===== config.mk =====
export PLATFORM = sky130hd
export DESIGN_NAME = rega_tank_ctrl_flat
export DESIGN_NICKNAME = d
export VERILOG_FILES = /design/src/rtl/rega_tank_ctrl_if.sv /design/src/rtl/rega_tank_ctrl.sv /design/src/flat_wrapper.sv
export SDC_FILE = /design/constraint.sdc
export NUM_CORES = 1
export LEC_CHECK = 0
export CAP_MARGIN = 25
export CORE_ASPECT_RATIO = 0.75
export CORE_MARGIN = 3
export CORE_UTILIZATION = 41
export DETAILED_ROUTE_END_ITERATION = 12
export PLACE_DENSITY = 0.62
export SLEW_MARGIN = 15
export SYNTH_ARGS = -nofsm -noshare
export SYNTH_HDL_FRONTEND = slang
export SYNTH_SLANG_ARGS = --single-unit

===== constraint.sdc =====
create_clock -name clk -period 3 [get_ports clk]
set_input_delay 0.45 -clock clk [delete_from_list [all_inputs] [get_ports clk]]
set_output_delay 0.45 -clock clk [all_outputs]
set_load 0.05 [all_outputs]

===== src/rtl/rega_tank_ctrl_if.sv =====
//--------------------------------------------------------------------
// Module : rega_tank_ctrl_if
// Brief  : Sensor, request and actuator bundle of the tank controller.
// Rev    : 1.0
//--------------------------------------------------------------------
`default_nettype none

interface rega_tank_ctrl_if #(
   parameter int LEVELS = 3
);
   logic [LEVELS-1:0] level;
   logic              asp_req;
   logic              adub_req;
   logic              fault_clr;
   logic              valve_in;
   logic              mixer;
   logic              clean;
   logic              spray_en;
   logic              fault;
   logic [2:0]        state;

   modport master (
      output level, asp_req, adub_req, fault_clr,
      input  valve_in, mixer, clean, spray_en, fault, state
   );

   modport slave (
      input  level, asp_req, adub_req, fault_clr,
      output valve_in, mixer, clean, spray_en, fault, state
   );
endinterface

`default_nettype wire


===== src/rtl/rega_tank_ctrl.sv =====
//--------------------------------------------------------------------
// Module : rega_tank_ctrl
// Brief  : Tank / fertigation sequencer with level-code and timeout fault.
// Rev    : 1.0
//--------------------------------------------------------------------
`default_nettype none

module rega_tank_ctrl #(
   parameter int LEVELS     = 3,
   parameter int MIX_CYCLES = 16,
   parameter int TIMEOUT    = 1024
) (
   input  wire logic     clk,
   input  wire logic     reset,
   rega_tank_ctrl_if.slave bus
);

   localparam int c_MAXC = (MIX_CYCLES > TIMEOUT) ? MIX_CYCLES : TIMEOUT;
   localparam int c_CW   = (c_MAXC < 2) ? 1 : $clog2(c_MAXC);
   localparam logic [c_CW-1:0] c_MIX_LAST = c_CW'(MIX_CYCLES - 1);
   localparam logic [c_CW-1:0] c_TO_LAST  = c_CW'(TIMEOUT - 1);

   typedef enum logic [2:0] {
      IDLE  = 3'd0,
      SPRAY = 3'd1,
      MIX   = 3'd2,
      CLEAN = 3'd3,
      FILL  = 3'd4,
      FAULT = 3'd5
   } state_t;

   state_t            r_state;
   state_t            w_next;
   logic [c_CW-1:0]   r_count;
   logic              w_empty;
   logic              w_full;
   logic              w_bad;
   logic              w_bottom;
   logic              w_count_en;

   assign w_empty  = (bus.level == '0);
   assign w_full   = &bus.level;
   // A wet sensor above a dry one cannot happen in a real thermometer gauge.
   assign w_bad    = |(bus.level[LEVELS-1:1] & ~bus.level[LEVELS-2:0]);
   assign w_bottom = (bus.level == LEVELS'(1));

   always_comb begin
      w_next = r_state;
      if (r_state != FAULT && w_bad) begin
         w_next = FAULT;
      end else begin
         case (r_state)
            IDLE: begin
               if (w_empty)          w_next = FILL;
               else if (bus.asp_req) w_next = SPRAY;
            end
            SPRAY: begin
               if (!bus.asp_req)      w_next = IDLE;
               else if (w_empty)      w_next = FILL;
               else if (bus.adub_req) w_next = MIX;
            end
            MIX: begin
               if (w_empty)                              w_next = FILL;
               else if (r_count == c_MIX_LAST || w_bottom) w_next = CLEAN;
            end
            CLEAN: begin
               if (w_empty)                 w_next = FILL;
               else if (r_count == c_TO_LAST) w_next = FAULT;
            end
            FILL: begin
               if (w_full)                  w_next = IDLE;
               else if (r_count == c_TO_LAST) w_next = FAULT;
            end
            FAULT: begin
               if (bus.fault_clr) w_next = IDLE;
            end
            default: w_next = IDLE;
         endcase
      end
   end

   assign w_count_en = (r_state == MIX) || (r_state == CLEAN) || (r_state == FILL);

   always_ff @(posedge clk or posedge reset) begin
      if (reset) begin
         r_state <= IDLE;
         r_count <= '0;
      end else begin
         r_state <= w_next;
         if (w_next != r_state || !w_count_en) begin
            r_count <= '0;
         end else if (r_count != '1) begin
            r_count <= r_count + 1'b1;
         end
      end
   end

   assign bus.valve_in = (r_state == FILL);
   assign bus.mixer    = (r_state == MIX);
   assign bus.clean    = (r_state == CLEAN);
   assign bus.spray_en = (r_state == SPRAY) || (r_state == MIX);
   assign bus.fault    = (r_state == FAULT);
   assign bus.state    = r_state;

endmodule

`default_nettype wire


===== src/flat_wrapper.sv =====
// flat-port wrapper written by rule: the top's interface ports become plain ports
module rega_tank_ctrl_flat 
#(
   parameter int LEVELS     = 3,
   parameter int MIX_CYCLES = 16,
   parameter int TIMEOUT    = 1024
)
  (clk, reset, bus_level, bus_asp_req, bus_adub_req, bus_fault_clr, bus_valve_in, bus_mixer, bus_clean, bus_spray_en, bus_fault, bus_state);
  rega_tank_ctrl_if #(.LEVELS(LEVELS)) bus_i ();
  input  wire logic clk;
  input  wire logic reset;
  input wire logic [$bits(bus_i.level)-1:0] bus_level;
  input wire logic [$bits(bus_i.asp_req)-1:0] bus_asp_req;
  input wire logic [$bits(bus_i.adub_req)-1:0] bus_adub_req;
  input wire logic [$bits(bus_i.fault_clr)-1:0] bus_fault_clr;
  output wire logic [$bits(bus_i.valve_in)-1:0] bus_valve_in;
  output wire logic [$bits(bus_i.mixer)-1:0] bus_mixer;
  output wire logic [$bits(bus_i.clean)-1:0] bus_clean;
  output wire logic [$bits(bus_i.spray_en)-1:0] bus_spray_en;
  output wire logic [$bits(bus_i.fault)-1:0] bus_fault;
  output wire logic [$bits(bus_i.state)-1:0] bus_state;
  assign bus_i.level = bus_level;
  assign bus_i.asp_req = bus_asp_req;
  assign bus_i.adub_req = bus_adub_req;
  assign bus_i.fault_clr = bus_fault_clr;
  assign bus_valve_in = bus_i.valve_in;
  assign bus_mixer = bus_i.mixer;
  assign bus_clean = bus_i.clean;
  assign bus_spray_en = bus_i.spray_en;
  assign bus_fault = bus_i.fault;
  assign bus_state = bus_i.state;
  rega_tank_ctrl #(.LEVELS(LEVELS), .MIX_CYCLES(MIX_CYCLES), .TIMEOUT(TIMEOUT)) u_core (.clk(clk), .reset(reset), .bus(bus_i));
endmodule

==> results of run 1 <==
[final timing paths]
path | from | end
hold / removal | reset | u_core.r_count[0]
setup reg to reg | u_core.bus.state[0] | u_core.r_count[7]
max in group asynchronous | reset | u_core.r_count[5]
setup / recovery | u_core.bus.state[0] | bus_valve_in
hold reg to reg | u_core.r_count[1] | u_core.r_count[1]
min in group clk | u_core.r_count[1] | u_core.r_count[1]
[critical path: stages, from the launching register on]
cell	delay [ns]
dfrtp_1	0.57
or3b_2	0.57
inv_1	0.07
clkdlybuf4s50_1	0.79
[area by class of cell]
class                           count  area share (%)
Sequential cell                    13            30.6
Tap cell                           22            2.59
Inverter                            7            2.47
Timing Repair Buffer               16            14.8
Multi-Input combinational cell     76            47.0
Clock buffer                        4            2.47
[cell usage after synthesis (2+ instances only)]
cell type,count,area (um^2)
nand3_1,6,30.0
nand2b_1,3,18.8
o21ai_0,5,25.0
clkbuf_1,2,7.51
and3_1,6,37.5
nor3_1,10,50.1
nor4_1,2,12.5
inv_1,6,22.5
dfrtp_1,13,325
nand3b_1,4,30.0
a31oi_1,2,12.5
or4_1,3,22.5
or3_1,2,12.5
xnor2_1,4,35.0
o22ai_1,2,12.5
nor2_1,7,26.3
nor2b_1,2,12.5
[kinds of logic after synthesis]
logic type | Yosys count | synth area share [%]
xor gates and xnor gates | 5 | 5.07
buffers and inverters | 10 | 4.49
adders and majority gates | 1 | 1.45
and+or+nand+nor | 51 | 34.8
AOI/OAI and AO/OA | 18 | 15.4
muxes | 1 | 1.16
DFF | 13 | 37.7
[registers in the layout, indices dropped and copies added (netlist names)]
| register | cells |
|---|---|
| u_core.bus.state | 3 |
| u_core.r_count | 10 |
[power groups by stage]
stage	combinational [mW]	clock [mW]	sequential [mW]
2_1_floorplan	0.268	0	0.273
6_report	0.411	0.105	0.250
4_1_cts	0.415	0.110	0.250
3_3_place_gp	0.412	0	0.251
3_5_place_dp	0.413	0	0.254
5_1_grt	0.444	0.118	0.258
[metal layers]
metal	vias up	global-route usage (%)
met4	0	1.36
li1	408	-
met2	24	22.7
met5	-	0
met1	365	25.9
met3	0	5.10
==> out/metrics.cfg, run 1 <==
[run_status]
outcome=complete, no violations

[worst_setup_path]
worstPathArrival_ns=2.28
crit_required_ns=2.55
crit_fanout=16
rrSetupSlack_ns=0.55
r2r_cells=5
endpoint_kind=output pin
path_class=flip-flop to output pin
start_kind=flip-flop

[place]
dpl-instance-area_um2=1040
io_buffer_count=15
place_inst=134
dp_slack_ns=0.467
gp_congestion=0.801
dp_hpwl_um=1510

[clock_network]
cts_root_buf=clkbuf_4
post_cts_resized=0
cts_tree=yes
numCtsBuffers=3
clk_latency_ns=0.27
ctsHoldBuffers=0
clk_path_buf_depth=2
htree_levels=1
cts.sinks=13
clk_pin_slew_ns=0.07
post_cts.repair.setup_buffers=0

[routing]
final_antenna_net_count=0
wirelength_um=1980
drt_iter0_markers=19
vias=797
drc=0
wl_per_cell_um=14.4
met3_wirelength_um=134
wl_met1_um=1030
wl_met2_um=816
highest_layer=met3
via_per_inst=5.78
first_pass_iters=4

[final_layout]
fillers=187
drive_above_1_share_pct=6.90
layout_commonest_cell=clkdlybuf4s50_1
multi_input_area_um2=499
layout_common_cells=15 x clkdlybuf4s50_1, 13 x dfrtp_1, 10 x nor3_1
fin_cells=138
final_cell_area_um2=1060
antenna_cells=0
fin_nets=126
post-route-util_pct=57.3
syn2layout_area_growth_pct=23.0
ff_latch_area_um2=325

[global_routing]
antenna_found_initial=0
grt_use_total_pct=16.5
grt_pass1_wl_um=3350
grt_max_degree=17
first_global_vias=690
grt_overflow_total=0

[die]
die_y_um=45.7
start_util_pct=46.6
dieArea_um2=2700
die_w_um=59.0
num_io_pins=16
rows=13
core_um2=1850

[pwr]
netSwitchingFraction_pct=47.6
leakage_nw=0.437
power_frac_comb_pct=53.6
p_int_mw=0.402
p_sw_mw=0.364
clkPwrFrac_pct=13.7
peakVddDrop_v=0.000517
total_power_mw=0.766
pwr-share-seq_pct=32.7
powerDensity_nw_per_um2=721

[yosys]
synth-seq-cells=13
synth_area_um2=863
synthDistinctLibCells=37
seq_area_frac_synth_pct=37.7
synth_edf_count=0
synth_fp_nets=108
async_flop_share_pct=100
post_synth_inst_count=99
ys.warnings.count=0
avgSynthCellArea_um2=8.72
synthFlopType=dfrtp_1

[sta]
min_period_ns=2.73
fin_skew_ns=0.00103
period_share_pct=91.0
rsz0062_at_grt=no
finalSetupTns_ns=0
setup_ws_ns=0.271
setup_viol=0
maxSlewViolCount=0
hold_ws_ns=0.488
slew_headroom_pct=65.4
hold_viol_final=0
worstMarginPinSlew_ns=0.514
fmax_mhz=366

[min_path]
hold_path.class=primary input to async pin

[run]
drv_cap=0

No activity file was read; power rests on OpenSTA's default activity.
==> run 2: changes to the inputs <==
--- a/config.mk
+++ b/config.mk
@@ -15,3 +15,4 @@
 export SYNTH_ARGS = -nofsm -noshare
 export SYNTH_HDL_FRONTEND = slang
 export SYNTH_SLANG_ARGS = --single-unit
+export TNS_END_PERCENT = 100
==> results of run 2 <==
The final DEF is identical to that of run 1; final timing and power are the same.
==> run 3: changes to the inputs <==
--- a/config.mk
+++ b/config.mk
@@ -7,7 +7,6 @@
 export LEC_CHECK = 0
 export CAP_MARGIN = 25
 export CORE_ASPECT_RATIO = 0.75
-export CORE_MARGIN = 3
 export CORE_UTILIZATION = 41
 export DETAILED_ROUTE_END_ITERATION = 12
 export PLACE_DENSITY = 0.62
==> out/metrics.cfg, run 3 (synthesis gave the netlist of run 1 again) <==
[die]
core_um2=1850  ; unchanged
rows=13  ; unchanged
dieArea_um2=2300  ; was 2700 um^2
num_io_pins=16  ; unchanged
die_y_um=41.7  ; was 45.7 um
die_w_um=55.0  ; was 59.0 um
start_util_pct=46.6  ; unchanged

[final_layout]
ff_latch_area_um2=325  ; unchanged
fillers=186  ; was 187
largest_register_ffs=10  ; unchanged
multi_input_area_um2=499  ; unchanged
final_cell_area_um2=1060  ; unchanged
layout_common_cells=15 x clkdlybuf4s50_1, 13 x dfrtp_1, 10 x nor3_1  ; unchanged
fin_nets=126  ; unchanged
syn2layout_area_growth_pct=23.0  ; unchanged
top_register=u_core.r_count  ; unchanged
drive_above_1_share_pct=6.90  ; unchanged
layout_commonest_cell=clkdlybuf4s50_1  ; unchanged
fin_cells=138  ; unchanged
antenna_cells=0  ; unchanged

[clock_network]
cts.sinks=13  ; unchanged
post_cts.repair.setup_buffers=0  ; unchanged
clk_latency_ns=0.28  ; was 0.27 ns
htree_levels=1  ; unchanged
post_cts_resized=0  ; unchanged
cts_tree=yes  ; unchanged
ctsHoldBuffers=0  ; unchanged
numCtsBuffers=3  ; unchanged
cts_root_buf=clkbuf_4  ; unchanged
clk_pin_slew_ns=0.08  ; was 0.07 ns
clk_path_buf_depth=2  ; unchanged

[worst_setup_path]
slowest_delay_ns=0.80  ; was 0.79 ns
start_kind=flip-flop  ; unchanged
worstPathArrival_ns=2.29  ; was 2.28 ns
crit_chain=or3b_2 -> inv_1 -> clkdlybuf4s50_1  ; unchanged
endpoint_kind=output pin  ; unchanged
crit_required_ns=2.55  ; about the same
slowest_stage=clkdlybuf4s50_1  ; unchanged
r2r_cells=5  ; unchanged
crit_fanout=16  ; unchanged
path_class=flip-flop to output pin  ; unchanged

[pwr]
pwr-share-seq_pct=32.5  ; was 32.7%
p_sw_mw=0.366  ; was 0.364 mW
p_int_mw=0.401  ; was 0.402 mW
powerDensity_nw_per_um2=722  ; was 721 nW/um^2
peakVddDrop_v=0.000607  ; was 0.000517 V
total_power_mw=0.767  ; was 0.766 mW
leakage_nw=0.437  ; unchanged
netSwitchingFraction_pct=47.7  ; was 47.6%
power_frac_comb_pct=53.3  ; was 53.6%
clkPwrFrac_pct=14.2  ; was 13.7%

[global_routing]
grt_pass1_wl_um=3220  ; was 3350 um
grt_max_degree=17  ; unchanged
antenna_found_initial=0  ; unchanged
grt_overflow_total=0  ; unchanged
first_global_vias=681  ; was 690
grt_use_total_pct=19.4  ; was 16.5%

[sta]
min_period_ns=2.74  ; was 2.73 ns
slew_headroom_pct=66.7  ; was 65.4%
worstMarginPinSlew_ns=0.497  ; was 0.514 ns
fin_skew_ns=0.00320  ; was 0.00103 ns
maxSlewViolCount=0  ; unchanged
rsz0062_at_grt=no  ; unchanged
hold_viol_final=0  ; unchanged
period_share_pct=91.4  ; was 91.0%
fmax_mhz=365  ; was 366 MHz
finalSetupTns_ns=0  ; unchanged
setup_viol=0  ; unchanged

[place]
place_inst=134  ; unchanged
dpl-instance-area_um2=1040  ; unchanged
gp_congestion=0.781  ; was 0.801
dp_hpwl_um=1450  ; was 1510 um
io_buffer_count=15  ; unchanged

[routing]
final_antenna_net_count=0  ; unchanged
vias=771  ; was 797
first_pass_iters=4  ; unchanged
via_per_inst=5.59  ; was 5.78
wirelength_um=1860  ; was 1980 um
wl_per_cell_um=13.5  ; was 14.4 um
drc=0  ; unchanged
drt_iter0_markers=18  ; was 19

[run_status]
outcome=complete, no violations  ; unchanged

[run]
drv_cap=0  ; unchanged

[min_path]
hold_path.class=primary input to async pin  ; unchanged

## run 3: cell counts in the layout (fill, tap and decap cells not counted)
No cell type changed its count.
## run 3: metrics by stage
stage | worst slack [ns] | hold WS (ns) | util, %
floorplan | 0.662 | 0.327 | -
global placement | 0.498 | 0.565 | 55.9
detailed placement | 0.505 | 0.574 | 55.9
CTS | 0.263 | 0.500 | 57.3
global route | 0.139 | 0.549 | 57.3
finish | 0.259 | 0.479 | 57.3
## run 3: routing by layer
metal  vias up  global-route usage, %  part of all wire, %
met1       353                   31.2                   59
li1        408                      -                    -
met2        10                   23.9                   38
met3         0                   7.69                  3.0
met4         0                   3.00                    0
met5         -                      0                    0
## run 3: worst max-delay path, delay by kind of cell (launching register included)
family,cells,cell delay (ns)
buffers and inverters,2,0.88
and+or+nand+nor,1,0.57
DFF,1,0.56
## run 3: layout make-up
type,instances,area share (%)
flip-flops and latches,13,30.6
well taps,22,2.59
clock buffers,4,2.47
inverters,7,2.47
repair buffers,16,14.8
multi-input cells,76,47.0
## run 3: worst paths after layout
| check | from | end | slack (ns) |
|---|---|---|---|
| worst max-delay path | u_core.bus.state[0] | bus_valve_in | 0.26 |
| worst min-delay path | reset | u_core.r_count[8] | 0.48 |
| worst max register to register | u_core.bus.state[0] | u_core.r_count[1] | 0.55 |
| worst min register to register | u_core.r_count[1] | u_core.r_count[1] | 0.58 |
| max in group asynchronous | reset | u_core.r_count[5] | 2.20 |
| min in group clk | u_core.r_count[1] | u_core.r_count[1] | 0.58 |
## run 3: power groups by stage
stage	Sequential (mW)	Clock (mW)	Combinational [mW]
after floorplan	0.273	0	0.268
after global placement	0.251	0	0.411
after detailed placement	0.253	0	0.408
after CTS	0.249	0.111	0.409
after global routing	0.257	0.119	0.439
final	0.249	0.109	0.409
